==> config.mk <==
export PLATFORM = sky130hd
export DESIGN_NAME = index_agu_flat
export DESIGN_NICKNAME = d
export VERILOG_FILES = /design/src/rtl/index_agu_pkg.sv /design/src/rtl/index_agu_if.sv /design/src/rtl/index_agu_cla.sv /design/src/rtl/index_agu.sv /design/src/flat_wrapper.sv
export SDC_FILE = /design/constraint.sdc
export NUM_CORES = 1
export LEC_CHECK = 0
export BUFFER_PORTS_ARGS = -buffer_cell sky130_fd_sc_hd__clkbuf_2
export CAP_MARGIN = 20
export CORE_UTILIZATION = 45
export DETAILED_ROUTE_END_ITERATION = 12
export GPL_ROUTABILITY_DRIVEN = 0
export PLACE_DENSITY = 0.68
export SLEW_MARGIN = 5
export SYNTH_ARGS = -nofsm -noshare
export SYNTH_HDL_FRONTEND = slang
export SYNTH_HIERARCHICAL = 1
export SYNTH_SLANG_ARGS = --single-unit
==> constraint.sdc <==
create_clock -name clk -period 5.85 [get_ports clk]
set_input_delay 0.2925 -clock clk [delete_from_list [all_inputs] [get_ports clk]]
set_output_delay 0.2925 -clock clk [all_outputs]
set_load 0.02 [all_outputs]
==> src/rtl/index_agu_pkg.sv <==
// -----------------------------------------------------------------------------
// agu_pkg
// Shared constants and the FSM state type for the indexed address generator.
//   ADDR_W      : width of the 6502 address bus
//   BYTE_W      : width of one add pass through the byte-wide CLA
//   agu_state_t : IDLE (wait for start), LO (low-byte add), HI (carry fix-up)
// -----------------------------------------------------------------------------
package agu_pkg;

    localparam int ADDR_W = 16;
    localparam int BYTE_W = 8;

    typedef enum logic [1:0] {
        IDLE = 2'b00,
        LO   = 2'b01,
        HI   = 2'b10
    } agu_state_t;

endpackage

==> src/rtl/index_agu_if.sv <==
// -----------------------------------------------------------------------------
// index_agu_if
// Request/result bundle between the instruction sequencer and the AGU.
//   start/base/index/force_fix/zp_mode : request, driven by the sequencer
//   busy                               : AGU cannot accept a request
//   dummy_valid                        : addr holds the unfixed (dummy-read) address
//   addr_valid                         : addr holds the final address
//   addr                               : registered address result
//   page_cross                         : carry out of the low-byte add
// Modports: master = sequencer side, slave = AGU side.
// -----------------------------------------------------------------------------
interface index_agu_if;
    import agu_pkg::*;

    logic                start;
    logic [ADDR_W-1:0]   base;
    logic [BYTE_W-1:0]   index;
    logic                force_fix;
    logic                zp_mode;
    logic                busy;
    logic                dummy_valid;
    logic                addr_valid;
    logic [ADDR_W-1:0]   addr;
    logic                page_cross;

    modport master (
        output start, base, index, force_fix, zp_mode,
        input  busy, dummy_valid, addr_valid, addr, page_cross
    );

    modport slave (
        input  start, base, index, force_fix, zp_mode,
        output busy, dummy_valid, addr_valid, addr, page_cross
    );

endinterface

==> src/rtl/index_agu_cla.sv <==
// -----------------------------------------------------------------------------
// CLA_8bit
// 8-bit carry-lookahead adder. Each carry is formed directly from the
// generate/propagate terms of the lower bits and cin, so there is no
// bit-to-bit carry dependency in the netlist description.
//   a, b : operands
//   cin  : carry in
//   sum  : a + b + cin (mod 256)
//   cout : carry out of bit 7
// -----------------------------------------------------------------------------
module CLA_8bit (
    input  logic [7:0] a,
    input  logic [7:0] b,
    input  logic       cin,
    output logic [7:0] sum,
    output logic       cout
);

    logic [7:0] g;
    logic [7:0] p;
    logic [8:0] c;

    assign g = a & b;
    assign p = a ^ b;

    // c[k+1] = g[k] | p[k]g[k-1] | ... | p[k..0]cin, expanded per bit
    always_comb begin
        logic cy;
        c    = '0;
        c[0] = cin;
        for (int k = 0; k < 8; k++) begin
            cy = cin;
            for (int j = 0; j <= k; j++) begin
                cy = g[j] | (p[j] & cy);
            end
            c[k+1] = cy;
        end
    end

    assign sum  = p ^ c[7:0];
    assign cout = c[8];

endmodule

==> src/rtl/index_agu.sv <==
// -----------------------------------------------------------------------------
// index_agu
// Indexed address generator for the 6502 core. Forms base + index one byte at
// a time through one shared CLA_8bit: low byte first, then (only on a page
// crossing or a forced fix-up) the carry into the high byte. The unfixed
// address is presented with dummy_valid so the bus can issue the dummy read.
//   clk, rst : clock, asynchronous active-high reset
//   bus      : index_agu_if.slave (request in, address/status out)
// Parameter ZP_PAGE: high byte placed on the address in zero-page mode.
// -----------------------------------------------------------------------------
module index_agu
    import agu_pkg::*;
#(
    parameter logic [BYTE_W-1:0] ZP_PAGE = 8'h00
) (
    input  logic        clk,
    input  logic        rst,
    index_agu_if.slave  bus
);

    agu_state_t          state, state_nxt;

    logic [ADDR_W-1:0]   base_q;
    logic [BYTE_W-1:0]   index_q;
    logic                ff_q;
    logic                zp_q;
    logic                carry_q;

    logic [ADDR_W-1:0]   addr_q;
    logic                pc_q;
    logic                dv_q, dv_nxt;
    logic                av_q, av_nxt;

    logic [BYTE_W-1:0]   cla_a, cla_b, cla_sum;
    logic                cla_cin, cla_cout;

    // Operand mux: the HI pass reuses the adder to ripple the saved carry
    // into the base high byte. Any other state presents the low-byte add.
    always_comb begin
        cla_a   = base_q[BYTE_W-1:0];
        cla_b   = index_q;
        cla_cin = 1'b0;
        if (state == HI) begin
            cla_a   = base_q[ADDR_W-1:BYTE_W];
            cla_b   = '0;
            cla_cin = carry_q;
        end
    end

    CLA_8bit u_cla (
        .a    (cla_a),
        .b    (cla_b),
        .cin  (cla_cin),
        .sum  (cla_sum),
        .cout (cla_cout)
    );

    // Next-state and output pulses
    always_comb begin
        state_nxt = IDLE;
        dv_nxt    = 1'b0;
        av_nxt    = 1'b0;
        case (state)
            IDLE: state_nxt = bus.start ? LO : IDLE;
            LO: begin
                // zp mode never fixes up: the wrap stays inside the page
                if (zp_q || (!cla_cout && !ff_q)) begin
                    av_nxt = 1'b1;
                end else begin
                    dv_nxt    = 1'b1;
                    state_nxt = HI;
                end
            end
            HI:      av_nxt    = 1'b1;
            default: state_nxt = IDLE;
        endcase
    end

    always_ff @(posedge clk or posedge rst) begin
        if (rst) state <= IDLE;
        else     state <= state_nxt;
    end

    always_ff @(posedge clk or posedge rst) begin
        if (rst) begin
            base_q  <= '0;
            index_q <= '0;
            ff_q    <= 1'b0;
            zp_q    <= 1'b0;
            carry_q <= 1'b0;
            addr_q  <= '0;
            pc_q    <= 1'b0;
            dv_q    <= 1'b0;
            av_q    <= 1'b0;
        end else begin
            dv_q <= dv_nxt;
            av_q <= av_nxt;
            case (state)
                IDLE: begin
                    if (bus.start) begin
                        base_q  <= bus.base;
                        index_q <= bus.index;
                        ff_q    <= bus.force_fix;
                        zp_q    <= bus.zp_mode;
                        pc_q    <= 1'b0;
                    end
                end
                LO: begin
                    carry_q <= cla_cout;
                    pc_q    <= cla_cout & ~zp_q;
                    addr_q  <= zp_q ? {ZP_PAGE, cla_sum}
                                    : {base_q[ADDR_W-1:BYTE_W], cla_sum};
                end
                HI:      addr_q[ADDR_W-1:BYTE_W] <= cla_sum;
                default: ;
            endcase
        end
    end

    // busy follows the state register, so it is already low in the
    // addr_valid cycle and a back-to-back start is accepted there.
    assign bus.busy        = (state != IDLE);
    assign bus.dummy_valid = dv_q;
    assign bus.addr_valid  = av_q;
    assign bus.addr        = addr_q;
    assign bus.page_cross  = pc_q;

endmodule

==> src/flat_wrapper.sv <==
// flat-port wrapper written by rule: the top's interface ports become plain ports
module index_agu_flat import agu_pkg::*;
#(
    parameter logic [BYTE_W-1:0] ZP_PAGE = 8'h00
)
  (clk, rst, bus_start, bus_base, bus_index, bus_force_fix, bus_zp_mode, bus_busy, bus_dummy_valid, bus_addr_valid, bus_addr, bus_page_cross);
  index_agu_if bus_i ();
  input  logic clk;
  input  logic rst;
  input wire logic [$bits(bus_i.start)-1:0] bus_start;
  input wire logic [$bits(bus_i.base)-1:0] bus_base;
  input wire logic [$bits(bus_i.index)-1:0] bus_index;
  input wire logic [$bits(bus_i.force_fix)-1:0] bus_force_fix;
  input wire logic [$bits(bus_i.zp_mode)-1:0] bus_zp_mode;
  output wire logic [$bits(bus_i.busy)-1:0] bus_busy;
  output wire logic [$bits(bus_i.dummy_valid)-1:0] bus_dummy_valid;
  output wire logic [$bits(bus_i.addr_valid)-1:0] bus_addr_valid;
  output wire logic [$bits(bus_i.addr)-1:0] bus_addr;
  output wire logic [$bits(bus_i.page_cross)-1:0] bus_page_cross;
  assign bus_i.start = bus_start;
  assign bus_i.base = bus_base;
  assign bus_i.index = bus_index;
  assign bus_i.force_fix = bus_force_fix;
  assign bus_i.zp_mode = bus_zp_mode;
  assign bus_busy = bus_i.busy;
  assign bus_dummy_valid = bus_i.dummy_valid;
  assign bus_addr_valid = bus_i.addr_valid;
  assign bus_addr = bus_i.addr;
  assign bus_page_cross = bus_i.page_cross;
  index_agu #(.ZP_PAGE(ZP_PAGE)) u_core (.clk(clk), .rst(rst), .bus(bus_i));
endmodule
Yosys cells after proc, flatten, opt, wreduce, memory -nomap -nowiden:

Index checks and enable logic that the tools add are counted.

* equality and inequality tests: 3
* muxes and demuxes: 14
* bitwise gates (word level): 21
* reduce and logical (&&, ||, !) cells: 10

Operator list (count)
* $mux 16: 1
* $mux 8: 2
* $pmux 8 s2: 1
* $xor 8x8->8: 2
* $and 1x1->1: 9
* $and 8x8->8: 1
* $or 1x1->1: 8
* $mux 1: 6
* $reduce_bool 2->1: 3
* $pmux 1 s2: 2
* $pmux 2 s2: 1
* $reduce_and 2->1: 2
* $eq 2x1->1 const B: 1
* $eq 2x2->1 const B: 1
* $logic_not 1->1: 2
* $logic_not 2->1: 1
* $mux 2: 1
* $ne 2x2->1 const B: 1
* $logic_and 1x1->1: 1
* $logic_or 1x1->1: 1
* $not 1->1: 1

* register bits after elaboration: 48
* bits of input ports: 29
* output and inout port bits: 20
* word-level logic and storage cells: 59

Longest topological paths before layout:

Gate-level depths: netlist of run 1.

* depth after elaboration: 24
* depth in mapped cells: 19
* mapped depth without buffers: 17

Modules after synthesis:

Netlist of run 1, hierarchy kept.

By module, submodules not included
* index_agu: instances 1, cells an instance 158, area each 2088.3 um^2, sequential area each 1176.1 um^2
* CLA_8bit: instances 1, cells an instance 18, area each 197.7 um^2, sequential area each 0.0 um^2

Worst setup path after synthesis of run 1:

No wires, ideal clock.

* kind: register -> register
* start point: register u_core/bus.dummy_valid (netlist name)
* end point: register u_core.dv_q, in the netlist u_core/bus.dummy_valid
* arrival time: 4.404 ns
* data required time: 5.731 ns
* setup slack: 1.327 ns
* stages on the path, launching flop included: 18
* buffers on the path: 1
* cell sequence: dfrtp_1 -> ha_1 -> buf_6 -> mux2_2 -> inv_1 -> fa_1 -> inv_1 -> fa_1 -> fa_1 -> fa_1 -> fa_1 -> fa_1 -> fa_1 -> inv_1 -> fa_1 -> inv_1 -> or2_2 -> and2_1

RTL lines
* end signal: assignment: RTL line index_agu.sv:96 `dv_q <= dv_nxt;`
* end: declaration: RTL line index_agu.sv:31 `logic dv_q, dv_nxt;`

Final worst setup path of run 1:

* start point: register u_core.state[0]
* end point: register u_core.dv_q, in the netlist u_core/bus.dummy_valid

* elaborated cells on any way between the ends: 28
* those cells by class: 2 x eq/ne; 5 x mux; 18 x bitwise; 3 x reduce/logical

RTL lines
* start: declaration: RTL line index_agu.sv:21 `agu_state_t state, state_nxt;`
* start signal: assignment: RTL line index_agu.sv:81 `else state <= state_nxt;`
* $eq 2x2->1 *: RTL line index_agu.sv:43 `if (state == HI) begin`
* $mux 8 *: RTL line index_agu.sv:43
* named net u_core.cla_a[1]: RTL line index_agu.sv:34 `logic [BYTE_W-1:0] cla_a, cla_b, cla_sum;`
* $xor 8x8->8: RTL line index_agu_cla.sv:24 `assign p = a ^ b;`
* $and 1x1->1: RTL line index_agu_cla.sv:34 `cy = g[j] | (p[j] & cy);`
* $or 1x1->1 *: RTL line index_agu_cla.sv:34
* $and 1x1->1 *: RTL line index_agu_cla.sv:34
* $or 1x1->1 *: RTL line index_agu_cla.sv:34
* [... 9 more ...]
* $or 1x1->1 *: RTL line index_agu_cla.sv:34
* named net u_core.cla_cout: RTL line index_agu.sv:35 `logic cla_cin, cla_cout;`
* $logic_not 1->1 *: RTL line index_agu.sv:67 `if (zp_q || (!cla_cout && !ff_q)) begin`
* $logic_and 1x1->1 *: RTL line index_agu.sv:67
* $logic_or 1x1->1 *: RTL line index_agu.sv:67
* $mux 1 *: RTL line index_agu.sv:67
* $mux 1 *: RTL line index_agu.sv:63 `case (state)`
* named net u_core.dv_nxt: RTL line index_agu.sv:31

Mark *: on every way through the listed nets, which the timed path passes. The rest lies on a longest branch.
A chain may end at the register's enable or synchronous reset.

==> out/metrics.cfg, run 1 <==
[run_status]
status = completed

[layout]
final_nets = 265
area_growth_syn_to_layout_pct = 17.62
n_antenna_cell = 0
final_cell_mix = clkbuf_2, dfrtp_1, mux2_2
final_common_cell = clkbuf_2
drive_gt1_frac = 0.4533
final_util = 0.5582

[floorplanning]
core-area_mm2 = 0.004817
io_pins = 49
die-area_mm2 = 0.005369
initial_core_util = 0.4745
rows = 25
die_w_um = 73.28
die_h_um = 73.28

[synthesis]
yosysTopAreaCellShare = 0.5145
yosys_register_bits = 47
syn_area_mm2 = 0.002286
synth_top_family_by_area = multiplexers
ys_seq_area_frac = 0.5145
synthSimpleGateAreaFrac = 0.09907
synth_top_cell_by_area = dfrtp_1
avgSynthCellArea_um2 = 12.99
synthAdderAreaFrac = 0.08648
syn-instance-count = 176
syn_nets = 216
synth_compound_area_frac = 0.03065
yosysUniqueCellTypes = 24
synthXorXnorAreaFrac = 0
yosysWarningCount = 6
muxShareOfSynthArea = 0.2178
yosys-top-cells-area = dfrtp_1, mux2_2, fa_1

[run]
maxCapViolations = 0

[drt]
drtPass1Iterations = 3
wire_per_inst_um = 13.72
wirelength_um = 4006
via_per_inst = 4.791
drc = 0
vias = 1399
antenna_left = 0
drtIter0Drc = 76

[sta]
clock-skew-final_ns = 0.01352
hold_violations = 0
tightest_slew_ns = 0.5320
fin_ws_ns = 1.143
holdWs_ns = 0.2188
maxSlewViolCount = 0
period_share = 0.8046
period_needed_ns = 4.707
final-setup-viol-count = 0
fmax_mhz = 212.5
slew-limit-headroom = 0.6454
setup_tns_ns = 0
grt_setup_unrepaired = false

[clocking]
cts_buffer_depth = 2
cts_resized = 0
cts_tree = built
cts_sinks = 47
clkLatencyLatePin_ns = 0.30
cts-root-buf = clkbuf_8
cts_buffers = 5
cts.clk_slew.worst_paths_ns = 0.09
htree_levels = 2

[global_route]
grt_usage = 0.1693
grt_pass1_vias = 1369
grt_pass1_wl_um = 6651
grt_overflow = 0
grt_max_degree = 48
antenna_found_initial = 0

[worst_setup_path]
crit_chain = inv_1 -> ha_1 -> buf_4 -> mux2_2 -> fa_1 -> fa_1 -> fa_1 -> fa_1 -> fa_1 -> fa_1 -> inv_1 -> fa_1 -> inv_1 -> or2_2 -> and2_1
crit_arrival_ns = 4.90
cp_slowest_cell = fa_1
critPathKind = register to register
endpoint_kind = register
critPathRequiredTime_ns = 6.05
ff2ff_path_depth = 15
cp_max_fo = 28
timing.critical_path.mode_cell = fa_1
cp-start-kind = register
critPathMaxStageDelay_ns = 0.43

[placement]
place_ws_ns = 1.118
port_buffers = 48
dp_hpwl_um = 2913

[worst_hold_path]
hold_depth = 2
hp-class = input pin to register

[power]
p_per_area_mw_per_mm2 = 583.3
leakagePower_nw = 1.266
peakVddDrop_v = 0.0002442

layer usage:
layer	vias up	wire, um	GRT usage
li1	686	-	-
met1	676	1909	0.2387
met2	32	1871	0.2510
met3	5	170	0.04801
met4	0	55	0.05882
met5	-	0	0
repair_timing:
item                                   CTS  global route
buffers inserted                         0             0
endpoints found under the hold margin    0            14
hold buffers                             0             1
logic make-up (layout without fill, tap and decap cells):
kind of cell / count (synthesis) / after routing
buffers and inverters: 24 / 73
AOI/OAI and AO/OA: 11 / 11
and+or+nand+nor: 39 / 39
DFF: 47 / 47
adders and majority gates: 11 / 11
muxes: 44 / 44
report_power, final:
part	internal [mW]	switching, mW	total, mW
logic	0.370	0.401	0.771
clock network	0.125	0.105	0.230
registers	0.478	0.0897	0.567
total	0.973	0.595	1.57
critical path: cells and delay by family (launching register included):
family / cells / cell delay [ns]
buf+inv: 4 / 0.54
mux: 1 / 0.39
flops: 1 / 0.39
fa+ha+maj: 8 / 2.83
simple gates: 2 / 0.45
metrics by stage:
step	instance area (um2)	total power, mW	std cells
finish	2689	1.568	292
global placement	2556	1.339	283
detailed placement	2556	1.359	283
CTS	2659	1.590	290
floorplan	2286	1.141	176
global route	2689	1.705	292
synth_stat cells:
| cell | instances |
|---|---|
| fa_1 | 8 |
| a32o_1 | 1 |
| buf_6 | 3 |
| inv_1 | 15 |
| nand2_1 | 8 |
| clkbuf_1 | 1 |
| mux2_4 | 1 |
| ha_1 | 3 |
| dfrtp_1 | 47 |
| or2_2 | 1 |
| nor2b_1 | 9 |
| or3b_1 | 8 |
| a21oi_1 | 1 |
| o21ai_0 | 1 |
| mux2_2 | 42 |
| a31oi_1 | 8 |
| nand2_4 | 1 |
| buf_2 | 3 |
| buf_1 | 1 |
| nand2b_1 | 1 |
| clkbuf_2 | 1 |
| and2_1 | 2 |
| mux2i_1 | 1 |
| nor2_1 | 9 |
path summary, 6_finish.rpt:
check                             startpoint                     end  slack, ns
setup / recovery             u_core/state[0]  u_core/bus.dummy_valid       1.14
max in group asynchronous                rst        u_core/base_q[1]       4.88
setup reg to reg             u_core/state[0]  u_core/bus.dummy_valid       1.14
hold / removal                   bus_base[9]        u_core/base_q[9]       0.22
min in group asynchronous                rst             u_core/zp_q       0.48
hold reg to reg            u_core/index_q[7]       u_core/index_q[7]       0.50
cell type report:
cell class / count / area (um2)
clock inverters: 1 / 30.03
repair buffers: 51 / 277.8
fillers: 455 / 2128
clock buffers: 6 / 72.57
inverters: 15 / 56.30
flip-flops and latches: 47 / 1176
multi-input cells: 105 / 992.2
well taps: 67 / 83.83
sequential cells by signal, summed over array words and instances (netlist names):
signal and cells:
u_core/base_q 16, u_core/bus.addr 16, u_core/index_q 8, u_core/bus.addr_valid 1
u_core/bus.dummy_valid 1, u_core/bus.page_cross 1, u_core/carry_q 1, u_core/ff_q 1
u_core/state 1, u_core/zp_q 1
(Power assumes the default switching activity.)
==> run 2: changes to the inputs <==
PLACE_DENSITY = 0.71   (was 0.68)
clock period = 4.3 ns   (was 5.85 ns; I/O delays follow)
==> run 2 against run 1 <==
Against the previous run:
- design area grew 2.6%
- register-to-register slack lost 0.98 ns
- cell count grew 2.1%
- worst hold slack lost 0.079 ns
- first-iteration DRC count grew 7.9%
- global-route usage grew 0.25 points
- critical endpoint unchanged
==> out/metrics.cfg, run 2 (synthesis results as in run 1) <==
[run_status]
status = completed

[layout]
drive_gt1_frac = 0.5022  ; +0.04883
fin_cells = 298  ; +2.1%
final_nets = 270  ; +1.9%
area_growth_syn_to_layout_pct = 20.63
final_common_cell = clkbuf_2
n_antenna_cell = 0  ; unchanged
final_cell_mix = clkbuf_2, dfrtp_1, mux2_2

[sta]
hold_violations = 0  ; unchanged
tightest_slew_ns = 0.5250  ; -0.006913 ns
clock-skew-final_ns = 0.004843  ; -0.008681 ns
final-setup-viol-count = 0  ; unchanged
period_share = 0.9615  ; +0.1569
maxSlewViolCount = 0  ; unchanged
fmax_mhz = 241.9  ; +14%
slew-limit-headroom = 0.6500  ; +0.004609
period_needed_ns = 4.134  ; -0.5725 ns

[global_route]
grt_pass1_vias = 1373  ; +0.29%
grt_max_degree = 48  ; unchanged
use_met3 = 0.04938  ; +0.001372
grt_overflow = 0  ; unchanged
busiest_layer = met1
use_met2 = 0.2418  ; -0.009259
grt_usage = 0.1718  ; +0.002534
grt.met1_usage = 0.2457  ; +0.007021
antenna_found_initial = 0  ; unchanged
grt_pass1_wl_um = 6679  ; +0.42%

[clocking]
cts-root-buf = clkbuf_8
clkLatencyLatePin_ns = 0.30  ; about the same
cts.clk_slew.worst_paths_ns = 0.08  ; about the same
htree_levels = 2  ; unchanged
cts_sinks = 47  ; unchanged
cts_buffer_depth = 2  ; unchanged
cts_tree = built
cts_buffers = 5  ; unchanged

[power]
pwr-share-seq = 0.356  ; -0.006
p_per_area_mw_per_mm2 = 789.1  ; +35%
p_total_mw = 2.176  ; +39%
peakVddDrop_v = 0.0002976  ; +22%
power.share.switching = 0.3825  ; +0.003105
p_int_mw = 1.344  ; +38%
pwr-share-clk = 0.130  ; -0.017
leakagePower_nw = 1.288  ; +1.8%
comb_power_share = 0.514  ; +0.022
p_sw_mw = 0.8323  ; +40%

[worst_hold_path]
hp-class = input pin to register

[floorplanning]
die_w_um = 73.28  ; unchanged
core-area_mm2 = 0.004817  ; unchanged
io_pins = 49  ; unchanged
die-area_mm2 = 0.005369  ; unchanged
rows = 25  ; unchanged
die_h_um = 73.28  ; unchanged
initial_core_util = 0.4745  ; unchanged

[drt]
vias = 1414  ; +1.1%
antenna_left = 0  ; unchanged
drc = 0  ; unchanged
drtPass1Iterations = 4  ; +1
wire_per_inst_um = 13.59  ; -0.94%
drtIter0Drc = 82  ; +7.9%
wirelength_um = 4050  ; +1.1%
via_per_inst = 4.745  ; -0.96%

[worst_setup_path]
cp_max_fo = 2  ; -93%
endpoint_kind = register
critPathRequiredTime_ns = 4.50  ; -1.55 ns
crit_arrival_ns = 4.33  ; -0.57 ns
cp-start-kind = register
critPathKind = register to register

[placement]
dp_hpwl_um = 2960  ; +1.6%
dp.cells = 287  ; +1.4%
port_buffers = 48  ; unchanged

[run]
maxCapViolations = 0  ; unchanged

==> run 2: cell count changes in the layout (fill, tap and decap cells not counted), moves of 2 or more <==
cell,delta
fa_2,+5
buf_4,+5
fa_1,-5
clkbuf_8,+2
==> run 2: power groups by stage <==
stage | sequential [mW] | clock, mW | combinational (mW)
floorplan | 0.847 | 0 | 0.719
CTS | 0.778 | 0.297 | 1.10
finish | 0.774 | 0.284 | 1.12
global route | 0.799 | 0.316 | 1.24
detailed placement | 0.787 | 0 | 1.10
global placement | 0.781 | 0 | 1.08
==> run 2: worst max-delay path: stages (launching register included) <==
cell     delay, ns
dfrtp_1       0.40
inv_2         0.08
ha_4          0.13
mux2_2        0.32
inv_1         0.08
fa_1          0.16
inv_1         0.05
fa_2          0.33
fa_2          0.35
fa_2          0.34
fa_2          0.35
fa_2          0.35
fa_1          0.37
inv_1         0.08
fa_1          0.16
inv_1         0.05
or2_2         0.30
and2_1        0.14
==> run 2: area by class of cell <==
cell class              count  area (um2)
inverters                  15       56.30
fillers                   439        2059
well taps                  67       83.83
repair buffers             56       322.8
multi-input cells         105        1017
flip-flops and latches     47        1177
clock buffers               8       100.1
==> run 2: final timing paths <==
| kind | from | endpoint | slack [ns] | depth (start not counted) |
|---|---|---|---|---|
| worst max-delay path | u_core/state[0] | u_core/bus.dummy_valid | 0.17 | 17 |
| worst min-delay path | bus_index[5] | u_core/index_q[5] | 0.14 | 2 |
| worst max register to register | u_core/state[0] | u_core/bus.dummy_valid | 0.17 | 17 |
| worst min register to register | u_core/index_q[7] | u_core/index_q[7] | 0.50 | 1 |
| max in group asynchronous | rst | u_core/bus.dummy_valid | 3.31 | 4 |
| min in group asynchronous | rst | u_core/base_q[6] | 0.49 | 3 |
==> run 2: timing repair <==
action                     in CTS  in global routing
hold endpoints to repair        0                 22
hold buffers                    0                  1
setup endpoints to repair       0                  6
buffers inserted                0                  1
resized for setup               0                  3
==> run 2: stage by stage <==
stage | worst slack, ns | hold slack, ns | utilization | TNS [ns] | cell area, um2
2_1_floorplan | 0.01367 | 0.3635 | - | 0 | 2305
3_3_place_gp | 0.1047 | 0.4471 | 0.5408 | 0 | 2605
3_5_place_dp | 0.04620 | 0.4503 | 0.5408 | 0 | 2605
4_1_cts | 0.03246 | 0.1244 | 0.5616 | 0 | 2705
5_1_grt | -0.002031 | 0.1250 | 0.5725 | -0.002031 | 2758
6_report | 0.1657 | 0.1397 | 0.5725 | 0 | 2758
==> run 2: layer usage <==
layer	routed length (um)	share of wire
met1	1983	0.49
met5	0	0
met2	1837	0.45
met4	72	0.018
met3	158	0.039
==> run 3: changes to the inputs <==
ABC_AREA = 1   (was not set)
==> run 3 against run 2 <==
Against the previous run:
- critical path depth is 2 higher
- worst hold slack lost 0.11 ns
- clock-buffer cell count is the same
- fmax is 1.2% higher
- largest power group unchanged
==> out/metrics.cfg, run 3 <==
[run_status]
status = completed

[drt]
drtIter0Drc = 118  ; +44%
drc = 0  ; unchanged
drtPass1Iterations = 5  ; +1
vias = 1764  ; +25%
antenna_left = 0  ; unchanged
wire_per_inst_um = 12.50  ; -8.0%
via_per_inst = 4.594  ; -3.2%
wirelength_um = 4799  ; +18%

[worst_setup_path]
critPathRequiredTime_ns = 4.54  ; +0.04 ns
crit_buf_inv = 6  ; +1
critPathMaxStageDelay_ns = 0.40  ; about the same
critPathKind = register to register
cp_slowest_cell = dfrtp_1
critical-path-top-delay-family = adder cells
crit_arrival_ns = 4.32  ; about the same
endpoint_kind = register
cp_max_fo = 7  ; +5
cp-start-kind = register
timing.critical_path.mode_cell = fa_1
crit_chain = inv_2 -> ha_4 -> inv_2 -> nand2_1 -> nand2_1 -> inv_1 -> fa_1 -> inv_1 -> fa_1 -> fa_1 -> fa_2 -> fa_2 -> fa_2 -> fa_1 -> inv_1 -> fa_1 -> inv_1 -> a21oi_1 -> a21oi_1

[synthesis]
synth_top_cell_by_area = dfrtp_1
yosysWarningCount = 6  ; unchanged
ys_seq_area_frac = 0.5185  ; +0.003973
yosysTopAreaCellShare = 0.5185  ; +0.003973
yosysMostFrequentCell = nand2_1
synth_common_cells = nand2_1, dfrtp_1, inv_1
yosys_register_bits = 47  ; unchanged
yosys-top-cells-area = dfrtp_1, nand2_1, fa_1
syn-instance-count = 267  ; +52%
avgSynthCellArea_um2 = 8.496  ; -35%
async_flop_share = 1.000  ; unchanged
yosysUniqueCellTypes = 18  ; -25%
syn_nets = 307  ; +42%
syn_area_mm2 = 0.002268  ; -0.77%
ys.flop_type = dfrtp_1
synth-edff-count = 0  ; unchanged

[layout]
area_growth_syn_to_layout_pct = 17.71
final_cell_mix = nand2_1, clkbuf_2, dfrtp_1
fin_cells = 384  ; +29%
final_util = 0.5579  ; -0.01456
fillers = 477  ; +8.7%
final_common_cell = nand2_1
n_antenna_cell = 0  ; unchanged
final_nets = 356  ; +32%
final_area_mm2 = 0.002670  ; -3.2%
drive_gt1_frac = 0.2334  ; -0.2687

[sta]
fmax_mhz = 244.7  ; +1.2%
maxSlewViolCount = 0  ; unchanged
fin_ws_ns = 0.2131  ; +0.04747 ns
clock-skew-final_ns = 0.004838  ; -0.000004920 ns
setup_tns_ns = 0  ; unchanged
final-setup-viol-count = 0  ; unchanged
tightest_slew_ns = 0.5896  ; +0.06459 ns
hold_violations = 0  ; unchanged
slew-limit-headroom = 0.6069  ; -0.04306
period_needed_ns = 4.087  ; -0.04746 ns
grt_setup_unrepaired = false
holdWs_ns = 0.02934  ; -0.1103 ns
period_share = 0.9504  ; -0.01104

[global_route]
antenna_found_initial = 0  ; unchanged
grt_overflow = 0  ; unchanged
grt_pass1_vias = 1802  ; +31%
grt_usage = 0.2060  ; +0.03412
grt_max_degree = 48  ; unchanged
grt_pass1_wl_um = 8238  ; +23%

[placement]
postPlaceCellArea_mm2 = 0.002552  ; -2.0%
place_ws_ns = -0.00004619  ; -0.04624 ns
port_buffers = 48  ; unchanged
dp_hpwl_um = 3524  ; +19%
dp.cells = 376  ; +31%

[floorplanning]
die_w_um = 73  ; -0.38%
die-area_mm2 = 0.005329  ; -0.75%
core-area_mm2 = 0.004786  ; -0.65%
die_h_um = 73  ; -0.38%
rows = 25  ; unchanged
io_pins = 49  ; unchanged
initial_core_util = 0.4740  ; -0.0005584

[power]
p_per_area_mw_per_mm2 = 794.3  ; +0.66%
leakagePower_nw = 1.477  ; +15%
peakVddDrop_v = 0.0003082  ; +3.6%
p_total_mw = 2.121  ; -2.5%

[worst_hold_path]
hp-class = input pin to async pin

[clocking]
cts_buffers = 5  ; unchanged
cts_buffer_depth = 2  ; unchanged
cts.clk_slew.worst_paths_ns = 0.08  ; about the same
cts_tree = built
clkLatencyLatePin_ns = 0.30  ; about the same
cts_sinks = 47  ; unchanged
cts_hold_buf = 0  ; unchanged
cts-root-buf = clkbuf_8
htree_levels = 2  ; unchanged

[run]
maxCapViolations = 0  ; unchanged

-- run 3: changes by cell type after synthesis, moves of 3 or more --
cell | previous run | this run
a21oi_1 | 1 | 17
a31oi_1 | 8 | 0
inv_1 | 15 | 25
inv_2 | 0 | 3
mux2_2 | 42 | 0
nand2_1 | 8 | 120
nor2_1 | 9 | 18
nor2b_1 | 9 | 0
o21ai_0 | 1 | 7
o21ai_2 | 0 | 3
or3b_1 | 8 | 0
-- run 3: final cells by class --
class,instances,area (um2),area share
well taps,67,83.83,0.03140
repair buffers,52,270.3,0.1012
flip-flops and latches,47,1177,0.4410
inverters,29,113.9,0.04264
clock buffers,8,100.1,0.03749
multi-input cells,181,924.6,0.3463
-- run 3: power breakdown --
part | total (mW) | switching, mW | leakage (nW) | internal (mW)
clock network | 0.290 | 0.143 | 0.0515 | 0.147
registers | 0.770 | 0.126 | 0.578 | 0.645
logic | 1.06 | 0.682 | 0.847 | 0.378
total | 2.12 | 0.951 | 1.48 | 1.17
-- run 3: worst register-to-register path: stages, from the launching register on --
cell and delay (ns):
dfrtp_1 0.40, inv_2 0.09, ha_4 0.18, inv_2 0.05
nand2_1 0.06, nand2_1 0.05, inv_1 0.07, fa_1 0.17
inv_1 0.05, fa_1 0.37, fa_1 0.39, fa_2 0.35
fa_2 0.35, fa_2 0.35, fa_1 0.36, inv_1 0.07
fa_1 0.40, inv_1 0.09, a21oi_1 0.06, a21oi_1 0.11
-- run 3: cell families (layout without fill, tap and decap cells) --
| group | count (synthesis) | after routing | share of synthesized area |
|---|---|---|---|
| and+or+nand+nor | 140 | 140 | 0.2383 |
| DFF | 47 | 47 | 0.5185 |
| buffers and inverters | 39 | 89 | 0.08273 |
| AOI/OAI and AO/OA | 30 | 30 | 0.07335 |
| adders and majority gates | 11 | 11 | 0.08715 |
-- run 3: worst paths after layout --
path	from	to	slack, ns	cells after the start
worst min-delay path	rst	u_core/bus.addr[6]	0.03	3
worst min register to register	u_core/bus.addr[0]	u_core/bus.addr[0]	0.47	2
max in group asynchronous	rst	u_core/bus.dummy_valid	3.85	3
worst max-delay path	u_core/state[0]	u_core/bus.addr[15]	0.21	19
worst max register to register	u_core/state[0]	u_core/bus.addr[15]	0.21	19
min in group clk	bus_base[15]	u_core/base_q[15]	0.10	3
-- run 3: repair_timing --
| item | in CTS | in global routing |
|---|---|---|
| pin swaps | 0 | 1 |
| setup buffers | 0 | 0 |
| endpoints found under the setup margin | 1 | 4 |
| resized for setup | 1 | 4 |
-- run 3: layer usage --
layer	share of wire	track usage	vias to the layer above	wire length, um
met3	0.044	0.04972	9	213
met5	0	0	-	0
met1	0.47	0.2667	812	2269
met4	0.017	0.07843	0	80
met2	0.47	0.3344	45	2236
li1	-	-	898	-
